`src/rtl/controle_num_pessoas.sv`:
```
// Occupancy controller for the DecNumPessoas 7-segment decoder.
//
// Each raw sensor goes through a 2-FF synchronizer, an optional debouncer and a
// rising-edge detector. The resulting one-cycle events drive a 3-bit counter
// that saturates in 0..MAX_PESSOAS. A retriggerable alarm flags entries
// rejected at full capacity.
//
// Build option:
//   CTRL_PESSOAS_DEBOUNCE_EN  defined   -> debouncers present (DEB_CYCLES used)
//                             undefined -> synchronized level feeds the edge
//                                          detector directly
//
// Ports:
//   clk       system clock, rising edge
//   rst_n     asynchronous active-low reset
//   sens_in   raw entry sensor (asynchronous, active high)
//   sens_out  raw exit sensor (asynchronous, active high)
//   clr       synchronous clear of count and alarm
//   A, B, C   count bits 2..0 to the decoder
//   cheio     count == MAX_PESSOAS
//   vazio     count == 0
//   alarme    rejected-entry alarm, high ALARM_CYCLES cycles (retriggerable)
//
// Reset behaviour: a sensor must be seen low after reset before its rising
// edges are counted. A sensor held high across reset release is therefore
// ignored until it falls and rises again, even though the filtered level
// restarts at 0 and would otherwise show a rise once debounced.

module controle_num_pessoas #(
  parameter int unsigned MAX_PESSOAS  = 7,
  parameter int unsigned DEB_CYCLES   = 16,
  parameter int unsigned ALARM_CYCLES = 8
) (
  input  logic clk,
  input  logic rst_n,
  input  logic sens_in,
  input  logic sens_out,
  input  logic clr,
  output logic A,
  output logic B,
  output logic C,
  output logic cheio,
  output logic vazio,
  output logic alarme
);

  localparam logic [2:0]      MaxCnt  = 3'(MAX_PESSOAS);
  localparam int unsigned     AlmW    = $clog2(ALARM_CYCLES + 1);
  localparam logic [AlmW-1:0] AlmLoad = AlmW'(ALARM_CYCLES - 1);

  typedef enum logic [0:0] {StIdle, StAlarm} alm_st_e;

  // Index 0 = entry sensor, index 1 = exit sensor.
  logic [1:0] raw;
  logic [1:0] sync1_q, sync2_q;
  logic [1:0] lvl;
  logic [1:0] prev_q;
  logic [1:0] ready_q;
  logic [1:0] armed_q, armed_d;
  logic [1:0] ev;
  logic       ev_in, ev_out;

  assign raw = {sens_out, sens_in};

  always_ff @(posedge clk or negedge rst_n) begin
    if (!rst_n) begin
      sync1_q <= '0;
      sync2_q <= '0;
    end else begin
      sync1_q <= raw;
      sync2_q <= sync1_q;
    end
  end

`ifdef CTRL_PESSOAS_DEBOUNCE_EN
  localparam int unsigned    DebW   = (DEB_CYCLES > 2) ? $clog2(DEB_CYCLES) : 1;
  localparam logic [DebW-1:0] DebMax = DebW'(DEB_CYCLES - 1);

  logic [1:0]           filt_q, filt_d;
  logic [1:0][DebW-1:0] deb_cnt_q, deb_cnt_d;

  // Counter runs only while the synchronized level disagrees with the filtered
  // one; any agreement restarts it, so short pulses never get through.
  always_comb begin
    filt_d    = filt_q;
    deb_cnt_d = '0;
    for (int i = 0; i < 2; i++) begin
      if (sync2_q[i] != filt_q[i]) begin
        if (deb_cnt_q[i] == DebMax) begin
          filt_d[i] = sync2_q[i];
        end else begin
          deb_cnt_d[i] = deb_cnt_q[i] + DebW'(1);
        end
      end
    end
  end

  always_ff @(posedge clk or negedge rst_n) begin
    if (!rst_n) begin
      filt_q    <= '0;
      deb_cnt_q <= '0;
    end else begin
      filt_q    <= filt_d;
      deb_cnt_q <= deb_cnt_d;
    end
  end

  assign lvl = filt_q;
`else
  logic unused_deb_cycles;
  assign unused_deb_cycles = ^DEB_CYCLES;

  assign lvl = sync2_q;
`endif

  // ready_q[1] marks that sync2_q holds a real post-reset sample; a sensor is
  // armed once such a sample shows it low.
  assign armed_d = armed_q | ({2{ready_q[1]}} & ~sync2_q);

  always_ff @(posedge clk or negedge rst_n) begin
    if (!rst_n) begin
      prev_q  <= '0;
      ready_q <= '0;
      armed_q <= '0;
    end else begin
      prev_q  <= lvl;
      ready_q <= {ready_q[0], 1'b1};
      armed_q <= armed_d;
    end
  end

  assign ev     = lvl & ~prev_q & armed_q;
  assign ev_in  = ev[0];
  assign ev_out = ev[1];

  // Count update and alarm trigger.
  logic [2:0] count_q, count_d;
  logic       trig;

  always_comb begin
    count_d = count_q;
    trig    = 1'b0;
    if (clr) begin
      count_d = '0;
    end else if (ev_in && ev_out) begin
      count_d = count_q;
    end else if (ev_in) begin
      if (count_q < MaxCnt) begin
        count_d = count_q + 3'd1;
      end else begin
        trig = 1'b1;
      end
    end else if (ev_out) begin
      if (count_q != 3'd0) begin
        count_d = count_q - 3'd1;
      end
    end
  end

  // Alarm FSM.
  alm_st_e         st_q, st_d;
  logic [AlmW-1:0] alm_cnt_q, alm_cnt_d;

  always_comb begin
    st_d      = st_q;
    alm_cnt_d = alm_cnt_q;
    if (clr) begin
      st_d      = StIdle;
      alm_cnt_d = '0;
    end else if (trig) begin
      st_d      = StAlarm;
      alm_cnt_d = AlmLoad;
    end else begin
      unique case (st_q)
        StIdle: begin
          st_d = StIdle;
        end
        StAlarm: begin
          if (alm_cnt_q == '0) begin
            st_d = StIdle;
          end else begin
            alm_cnt_d = alm_cnt_q - AlmW'(1);
          end
        end
        default: st_d = StIdle;
      endcase
    end
  end

  always_ff @(posedge clk or negedge rst_n) begin
    if (!rst_n) begin
      count_q   <= '0;
      st_q      <= StIdle;
      alm_cnt_q <= '0;
    end else begin
      count_q   <= count_d;
      st_q      <= st_d;
      alm_cnt_q <= alm_cnt_d;
    end
  end

  // Outputs depend on registers only.
  assign A      = count_q[2];
  assign B      = count_q[1];
  assign C      = count_q[0];
  assign cheio  = (count_q == MaxCnt);
  assign vazio  = (count_q == 3'd0);
  assign alarme = (st_q == StAlarm);

endmodule
```
`config.mk`:
```
export PLATFORM = sky130hd
export DESIGN_NAME = controle_num_pessoas
export DESIGN_NICKNAME = d
export VERILOG_FILES = /design/src/rtl/controle_num_pessoas.sv
export SDC_FILE = /design/constraint.sdc
export NUM_CORES = 1
export LEC_CHECK = 0
export CAP_MARGIN = 10
export CORE_UTILIZATION = 63
export CTS_BUF_LIST = sky130_fd_sc_hd__clkbuf_8
export DETAILED_ROUTE_END_ITERATION = 12
export DONT_BUFFER_PORTS = 1
export PLACE_DENSITY = 0.79
export REMOVE_ABC_BUFFERS = 1
export SYNTH_ARGS = -nofsm -noshare
export SYNTH_HDL_FRONTEND = slang
export SYNTH_SLANG_ARGS = --single-unit
```
`constraint.sdc`:
```
create_clock -name clk -period 2.25 [get_ports clk]
set_input_delay 0.1125 -clock clk [delete_from_list [all_inputs] [get_ports clk]]
set_output_delay 0.1125 -clock clk [all_outputs]
set_load 0.005 [all_outputs]
```
==> results of run 1 <==
## cell type report
cell class | instances | area share [%]
Tap cell | 14 | 1.81
Clock buffer | 4 | 5.68
Multi-Input combinational cell | 46 | 37.9
Timing Repair Buffer | 4 | 4.13
Inverter | 9 | 4.01
Sequential cell | 18 | 46.5
## per-stage QoR
stage                     worst slack, ns  area [um2]  hold slack [ns]  total power [uW]
after global routing                0.470         968           0.0223               734
after floorplan                     0.694         856           -0.183               422
after detailed placement            0.581         873           -0.183               438
after CTS                           0.559         968           0.0153               707
after global placement              0.562         873           -0.183               436
final                               0.539         968           0.0174               704
## sequential cells by signal, indices dropped and copies added (netlist names)
signal     count
count_q        3
alarme         1
armed_q        2
prev_q         2
alm_cnt_q      4
ready_q        2
lvl            2
sync1_q        2
## synth_stat cells (2+ instances only)
cell type and number:
dfrtp_1 18, a21o_1 3, a21oi_1 5, xnor2_1 2, a31oi_1 3, inv_2 2
and3b_1 2, nor3_1 5, inv_1 6, nand3_1 3
## per-layer routing
metal	wire length (um)	up-vias	share of wire, %	global-route usage (%)
met5	0	-	0	0
li1	-	283	-	-
met2	833	36	52	41.7
met3	105	0	6.5	8.09
met4	0	0	0	5.17
met1	669	309	42	35.3
## power by group
part,total [uW],internal [uW],switching [uW]
sequential,355,338,17.4
combinational,92.6,36.6,56.0
clock,257,155,101
## cells by family after synthesis
family          synth area share (%)
compound gates                  19.7
xor+xnor                        2.04
fa+ha+maj                       3.78
buf+inv                         4.95
flops                           52.4
mux                             1.31
other cells                    0.436
simple gates                    15.4
## worst register-to-register path, cell delays in order, from the launching register on
cell and delay [ns]:
dfrtp_1 0.43, nand3b_4 0.15, clkinv_4 0.10, fa_1 0.50, nor3_1 0.19, o21ai_0 0.10, a31oi_1 0.17
## worst paths after layout
path	startpoint	slack, ns	cells past startpoint	endpoint
worst max-delay path	lvl[0]	0.54	6	count_q[1]
worst min-delay path	clr	0.02	3	count_q[2]
worst max register to register	lvl[0]	0.54	6	count_q[1]
worst min register to register	sync1_q[0]	0.36	0	lvl[0]
max in group asynchronous	rst_n	1.39	1	count_q[1]
min in group asynchronous	rst_n	0.38	1	ready_q[0]
## cell usage in the layout, fill, tap and decap left out, types with 2 or more instances in the layout
| master | count |
|---|---|
| nand3_1 | 3 |
| a31oi_1 | 3 |
| inv_1 | 6 |
| nor3_1 | 5 |
| inv_2 | 2 |
| a21o_1 | 3 |
| dlygate4sd3_1 | 4 |
| clkbuf_8 | 4 |
| dfrtp_1 | 18 |
| and3b_1 | 2 |
| xnor2_1 | 2 |
| a21oi_1 | 5 |
==> impl_metrics.json, run 1 <==
{
  "ir_drop_mv": 0.781,
  "post_cts_buffers": 0,
  "cts_made_buffers": 3,
  "crit_path_top_delay_cell": "fa_1",
  "synth_top_area_share_pct": 52.4,
  "synthCells": 74,
  "cp_data_required_time_ns": 2.42,
  "cts.sinks": 18,
  "ys_ff_latch": 18,
  "grt_pass1_vias": 557,
  "grt_first_pass_wirelength_um": 2540,
  "finClkSkew_ns": 0.00454,
  "viasPerCell": 6.61,
  "synth_top_cell_by_area": "dfrtp_1",
  "critPathKind": "reg -> reg",
  "seq_area_um2": 450,
  "powerDensity_nw_per_um2": 727,
  "routed_wl_um": 1610,
  "cts_tree": "yes",
  "finalMaxSlewViolations": 0,
  "worst_skew_pair.late_latency_ns": 0.25,
  "finalSetupTns_ns": 0,
  "dp_hpwl_um": 1100,
  "cp.buffers_inverters": 1,
  "tightest_slew_ns": 0.765,
  "core_um2": 1190,
  "drt_iter0_markers": 21,
  "min_period_over_period_pct": 76.0,
  "finalHoldViolations": 0,
  "outcome": "finished, final reports clean",
  "clock-root-buffer": "clkbuf_8",
  "cp-start-kind": "register",
  "clockBufferDepth": 2,
  "period_needed_ns": 1.71,
  "drc": 0,
  "yosysSeqAreaShare_pct": 52.4,
  "grt-ovfl-total": 0,
  "synth_edf_count": 0,
  "die_h_um": 38.9,
  "layout.nets": 89,
  "cts_hold_buf": 4,
  "synth_area_leaders": "dfrtp_1, a21oi_1, nor3_1",
  "crit_chain": "nand3b_4 -> clkinv_4 -> fa_1 -> nor3_1 -> o21ai_0 -> a31oi_1",
  "crit_path_end_kind": "register",
  "routabilityCongestion": 0.865,
  "die_w_um": 38.9,
  "wire_per_inst_um": 16.9,
  "clkTransAtPathRegs_ns": 0.07,
  "dp.cells": 87,
  "syn_avg_cell_area_um2": 11.6,
  "relSlewSlack_pct": 48.8,
  "synth-main-ff-cell": "dfrtp_1",
  "core.rowCount": 12,
  "path_delay_family": "adder cells",
  "io-pin-count": 11,
  "ys_types": 35,
  "dr.pass1.iters": 4,
  "stdcell_count": 95,
  "drive_above_1_share_pct": 17.3,
  "num_antenna_cells": 0,
  "ys_warn_count": 0,
  "p_leak_uw": 0.000399,
  "slowest_delay_ns": 0.50,
  "min_path_type": "in -> reg",
  "htreeDepth": 1,
  "grt_max_degree": 19,
  "n_fill_cell": 66,
  "multi_input_area_um2": 367,
  "grt.total_usage_pct": 26.1,
  "rsz0062_at_grt": "no",
  "grt_antenna_before_repair": 0,
  "initial_utilization_pct": 72.5,
  "max_freq_mhz": 584,
  "drtAntennaViolNets": 0,
  "cts_resized": 0,
  "postLayoutCoreUtil_pct": 81.6,
  "dieArea_um2": 1520,
  "cap_viol_max_count": 0,
  "ys_async_sr_fraction_pct": 100,
  "critPathArrivalTime_ns": 1.88,
  "areaGrowthSynthToFinish_pct": 12.7,
  "portBuffers": 0,
  "cp_max_fo": 7,
  "vias": 628,
  "synth_area_um2": 860,
  "setup_viol": 0
}
No activity file was read; power rests on OpenSTA's default activity.
==> inputs of run 2 (changes only) <==
clock period = 1.74 ns   (was 2.25 ns; I/O delays follow)
==> run 2 against run 1 <==
Compared with the run above: fmax up 0.56%; clock power increased by 8.9%; critical endpoint unchanged; first-iteration DRC count fell by 24%; sequential power is 27% higher; sequential share of layout area shrank 1.2 points; critical path depth unchanged; sequential cell count unchanged; cell count grew 3.2%.
==> impl_metrics.json, run 2 (synthesis gave the netlist of run 1 again) <==
{
  "num_antenna_cells": 0,
  "drtAntennaViolNets": 0,
  "crit_chain": "nand3b_4 -> clkinv_4 -> fa_2 -> nor3_1 -> a31oi_1 -> a31oi_1",
  "placed_area_um2": 896,
  "min_period_over_period_pct": 97.8,
  "cap_viol_max_count": 0,
  "clkTransAtPathRegs_ns": 0.06,
  "hold_ws_ns": 0.0357,
  "min-delay-start": "clr",
  "p_clk_share_pct": 31.6,
  "period_needed_ns": 1.70,
  "dieArea_um2": 1520,
  "path_delay_family": "adder cells",
  "io-pin-count": 11,
  "core.rowCount": 12,
  "dp_hpwl_um": 1110,
  "drive_above_1_share_pct": 22.6,
  "grt_antenna_before_repair": 0,
  "n_fill_cell": 70,
  "setup_viol": 0,
  "finalMaxSlewViolations": 0,
  "critPathArrivalTime_ns": 1.82,
  "crit_path_end_kind": "register",
  "final_cell_mix": "dfrtp_1, inv_1, nor3_1, a21oi_1",
  "finClkSkew_ns": 0.00271,
  "htreeDepth": 1,
  "drc": 0,
  "cts.sinks": 18,
  "cts_tree": "yes",
  "initial_utilization_pct": 72.5,
  "stdcell_count": 98,
  "max_freq_mhz": 588,
  "power.share.combinational_pct": 17.7,
  "rsz0062_at_grt": "no",
  "die_w_um": 38.9,
  "critPathKind": "reg -> reg",
  "slowest_delay_ns": 0.56,
  "viasPerCell": 6.58,
  "die_h_um": 38.9,
  "cp.buffers_inverters": 1,
  "areaGrowthSynthToFinish_pct": 15.7,
  "vias": 645,
  "p_seq_share_pct": 50.7,
  "outcome": "finished, final reports clean",
  "core_um2": 1190,
  "relSlewSlack_pct": 49.1,
  "grt_max_degree": 19,
  "cpMostUsedCell": "a31oi_1",
  "routabilityCongestion": 0.851,
  "tightest_slew_ns": 0.762,
  "finalInstanceArea_um2": 995,
  "largest-register": "alm_cnt_q",
  "dr.pass1.iters": 4,
  "final_common_cell": "dfrtp_1",
  "wire_per_inst_um": 18.1,
  "crit_path_top_delay_cell": "fa_2",
  "layout.nets": 93,
  "clock-root-buffer": "clkbuf_8",
  "cp-start-kind": "register",
  "p_sw_uw": 234,
  "ir_drop_mv": 0.619,
  "p_leak_uw": 0.000412,
  "reg.largest.list": "alm_cnt_q (4), count_q (3)",
  "portBuffers": 0,
  "cp_max_fo": 7,
  "cp_data_required_time_ns": 1.86,
  "drt_iter0_markers": 16,
  "grt-ovfl-total": 0,
  "r2r_start": "armed_q[0]",
  "dp.cells": 90,
  "internal_power_uw": 654,
  "worst_skew_pair.late_latency_ns": 0.25,
  "finalSetupTns_ns": 0,
  "largest_reg_flops": 4,
  "startpoint": "armed_q[0]",
  "min_path_type": "in -> reg",
  "grt.total_usage_pct": 28.1,
  "clockBufferDepth": 2,
  "switching_share_pct": 26.4,
  "finalHoldViolations": 0,
  "routed_wl_um": 1780,
  "grt_pass1_vias": 599,
  "cts_made_buffers": 3,
  "powerDensity_nw_per_um2": 893,
  "grt_first_pass_wirelength_um": 2730
}
## run 2: cell type report
type                       count  area (um2)  area share, %
multi-input combinational     46         377           37.9
timing repair buffer           8        70.1           7.04
inverter                       9        38.8           3.90
tap                           14        17.5           1.76
sequential                    18         450           45.3
clock buffer                   3        41.3           4.15
## run 2: timing repair
action,CTS,global route
resized for setup,0,2
hold endpoints to repair,27,0
endpoints found under the setup margin,0,2
setup buffers,0,1
hold buffers,4,0
## run 2: routing by layer
layer / part of all wire, % / wire (um) / GRT usage, %
met5: 0 / 0 / 0
met4: 0.96 / 17 / 7.76
met3: 4.8 / 85 / 6.36
met2: 51 / 906 / 47.5
met1: 43 / 767 / 35.9
## run 2: power by group through the flow
| stage | Clock, uW | Sequential [uW] | Combinational, uW |
|---|---|---|---|
| final | 280 | 450 | 157 |
| after global routing | 305 | 452 | 167 |
| after CTS | 284 | 451 | 139 |
| after detailed placement | 0 | 458 | 122 |
| after global placement | 0 | 457 | 117 |
| after floorplan | 0 | 461 | 83.9 |
## run 2: stage by stage
stage,power (uW),util (%),setup WS [ns]
6_report,888,83.9,0.0385
5_1_grt,924,83.9,0.00610
4_1_cts,874,82.4,0.0570
3_5_place_dp,580,75.5,0.0700
3_3_place_gp,575,75.5,0.0759
2_1_floorplan,545,-,0.184
## run 2: worst paths after layout
check / endpoint / slack, ns / depth (start not counted)
worst min-delay path: count_q[0] / 0.04 / 2
worst max-delay path: count_q[1] / 0.04 / 6
max in group asynchronous: count_q[2] / 0.91 / 1
min in group asynchronous: lvl[0] / 0.35 / 1
worst min register to register: lvl[1] / 0.35 / 0
worst max register to register: count_q[1] / 0.04 / 6
==> inputs of run 3 (changes only) <==
ABC_AREA = 1   (was unset)
==> run 3 against run 2 <==
Compared with the run above: combinational power up 15%; worst setup slack better by 0.19 ns; power rose by 12%; critical path depth increased by 4; critical path type unchanged.
==> impl_metrics.json, run 3 <==
{
  "outcome": "finished, final reports clean",
  "cap_viol_max_count": 0,
  "drt_iter0_markers": 21,
  "crit_path_end_kind": "register",
  "grt.total_usage_pct": 25.0,
  "crit_chain": "inv_1 -> fa_1 -> inv_1 -> nand2_1 -> nand2_1 -> nand2_1 -> nand2_1 -> nor2_1 -> nand2_1 -> nand2_1",
  "routed_wl_um": 1650,
  "cts_tree": "yes",
  "grt_antenna_before_repair": 0,
  "cts.sinks": 18,
  "crit_path_top_delay_cell": "fa_1",
  "core_um2": 1300,
  "cp_data_required_time_ns": 1.88,
  "grt-ovfl-total": 0,
  "slowest_delay_ns": 0.44,
  "post_cts_buffers": 0,
  "drive_above_1_share_pct": 16.3,
  "dp.cells": 111,
  "drc": 0,
  "htreeDepth": 1,
  "dp_hpwl_um": 1190,
  "min_path_type": "in -> reg",
  "routabilityCongestion": 0.725,
  "use_met1_pct": 27.5,
  "finalHoldViolations": 0,
  "final_cell_mix": "nand2_1, dfrtp_1, inv_1, nand3_1, nor2_1",
  "drtAntennaViolNets": 0,
  "postLayoutCoreUtil_pct": 76.9,
  "vias": 640,
  "p_leak_uw": 0.000512,
  "ys_warn_count": 0,
  "num_antenna_cells": 0,
  "cts_hold_buf": 4,
  "synth_top_cell_by_area": "dfrtp_1",
  "cts_made_buffers": 3,
  "cp_max_fo": 5,
  "power_uw": 991,
  "areaGrowthSynthToFinish_pct": 13.8,
  "powerDensity_nw_per_um2": 990,
  "setup_viol": 0,
  "gr-max-usage-layer": "met2",
  "initial_utilization_pct": 67.6,
  "stdcell_count": 119,
  "relSlewSlack_pct": 45.3,
  "finalSetupTns_ns": 0,
  "tightest_slew_ns": 0.818,
  "clkTransAtPathRegs_ns": 0.07,
  "synth-main-ff-cell": "dfrtp_1",
  "finalMaxSlewViolations": 0,
  "grt_max_degree": 19,
  "die_w_um": 39.4,
  "clock-root-buffer": "clkbuf_8",
  "core.rowCount": 13,
  "dieArea_um2": 1550,
  "cts_resized": 0,
  "period_needed_ns": 1.51,
  "reg.largest.list": "alm_cnt_q (4), count_q (3)",
  "min_period_over_period_pct": 86.9,
  "met2_usage_pct": 44.2,
  "ys_ff_latch": 18,
  "yosysSeqAreaShare_pct": 51.2,
  "wire_per_inst_um": 13.9,
  "final_common_cell": "nand2_1",
  "portBuffers": 0,
  "cp-start-kind": "register",
  "synthTopCellsByCount": "nand2_1, dfrtp_1, inv_1, nand3_1, nor2_1",
  "cpMostUsedCell": "nand2_1",
  "io-pin-count": 11,
  "largest_reg_flops": 4,
  "largest-register": "alm_cnt_q",
  "finClkSkew_ns": 0.00656,
  "syn_avg_cell_area_um2": 9.26,
  "ir_drop_mv": 0.790,
  "grt_first_pass_wirelength_um": 2450,
  "synth_top_area_share_pct": 51.2,
  "setup_ws_ns": 0.229,
  "dp_slack_ns": 0.247,
  "grt_pass1_vias": 603,
  "worst_skew_pair.late_latency_ns": 0.25,
  "viasPerCell": 5.38,
  "max_freq_mhz": 662,
  "ys_types": 20,
  "synthCells": 95,
  "synth_edf_count": 0,
  "die_h_um": 39.4,
  "dr.pass1.iters": 4,
  "synth_area_leaders": "dfrtp_1, nand2_1, nand3_1",
  "synth_area_um2": 880,
  "synth_most_common_cell": "nand2_1",
  "layout.nets": 112,
  "critPathKind": "reg -> reg",
  "met3_usage_pct": 5.11,
  "critPathArrivalTime_ns": 1.65,
  "ys_async_sr_fraction_pct": 100,
  "rsz0062_at_grt": "no",
  "clockBufferDepth": 2
}
==> run 3: final cells by class <==
class | instances | area (um2)
Tap cell | 15 | 18.8
Fill cell | 89 | 300
Timing Repair Buffer | 5 | 47.5
Inverter | 14 | 66.3
Sequential cell | 18 | 450
Multi-Input combinational cell | 63 | 363
Clock buffer | 4 | 55.1
==> run 3: worst paths after layout <==
| path | endpoint | slack [ns] | from | depth (start not counted) |
|---|---|---|---|---|
| max | count_q[2] | 0.23 | count_q[1] | 10 |
| max in group asynchronous | armed_q[0] | 0.85 | rst_n | 1 |
| min | alm_cnt_q[3] | 0.02 | clr | 3 |
| max reg2reg | count_q[2] | 0.23 | count_q[1] | 10 |
| min reg2reg | lvl[1] | 0.35 | sync1_q[1] | 0 |
| min in group asynchronous | ready_q[1] | 0.37 | rst_n | 1 |
==> run 3: cell families (layout without fill, tap and decap cells) <==
| family | count (synthesis) | after routing | share of synthesized area, % |
|---|---|---|---|
| compound gates | 3 | 3 | 2.27 |
| xor+xnor | 1 | 1 | 0.996 |
| fa+ha+maj | 2 | 2 | 3.70 |
| buf+inv | 14 | 23 | 7.54 |
| flops | 18 | 18 | 51.2 |
| other cells | 1 | 1 | 0.426 |
| simple gates | 56 | 56 | 33.9 |
==> run 3: per-layer routing <==
layer,part of all wire (%),routed length (um)
met1,41,679
met2,53,880
met3,3.3,54
met4,2.1,34
met5,0,0
==> run 3: stage by stage <==
step,hold slack [ns],instance area (um2)
floorplan,-0.209,880
global placement,-0.208,906
detailed placement,-0.208,906
CTS,0.0175,1000
global route,0.0381,1000
finish,0.0246,1000
==> run 3: worst max-delay path: cells and delay by family, from the launching register on <==
kind	cells	cell delay (ns)
adder cells (fa/ha/maj)	1	0.44
flip-flops	1	0.43
AND/OR/NAND/NOR	7	0.36
buffers and inverters	2	0.16
==> run 3: power breakdown <==
group	leakage, uW	internal [uW]	total (uW)	switching (uW)
Combinational	0.000264	68.0	181	113
Clock	0.0000288	201	331	131
Sequential	0.000219	447	479	32.1
Total	0.000512	716	991	276
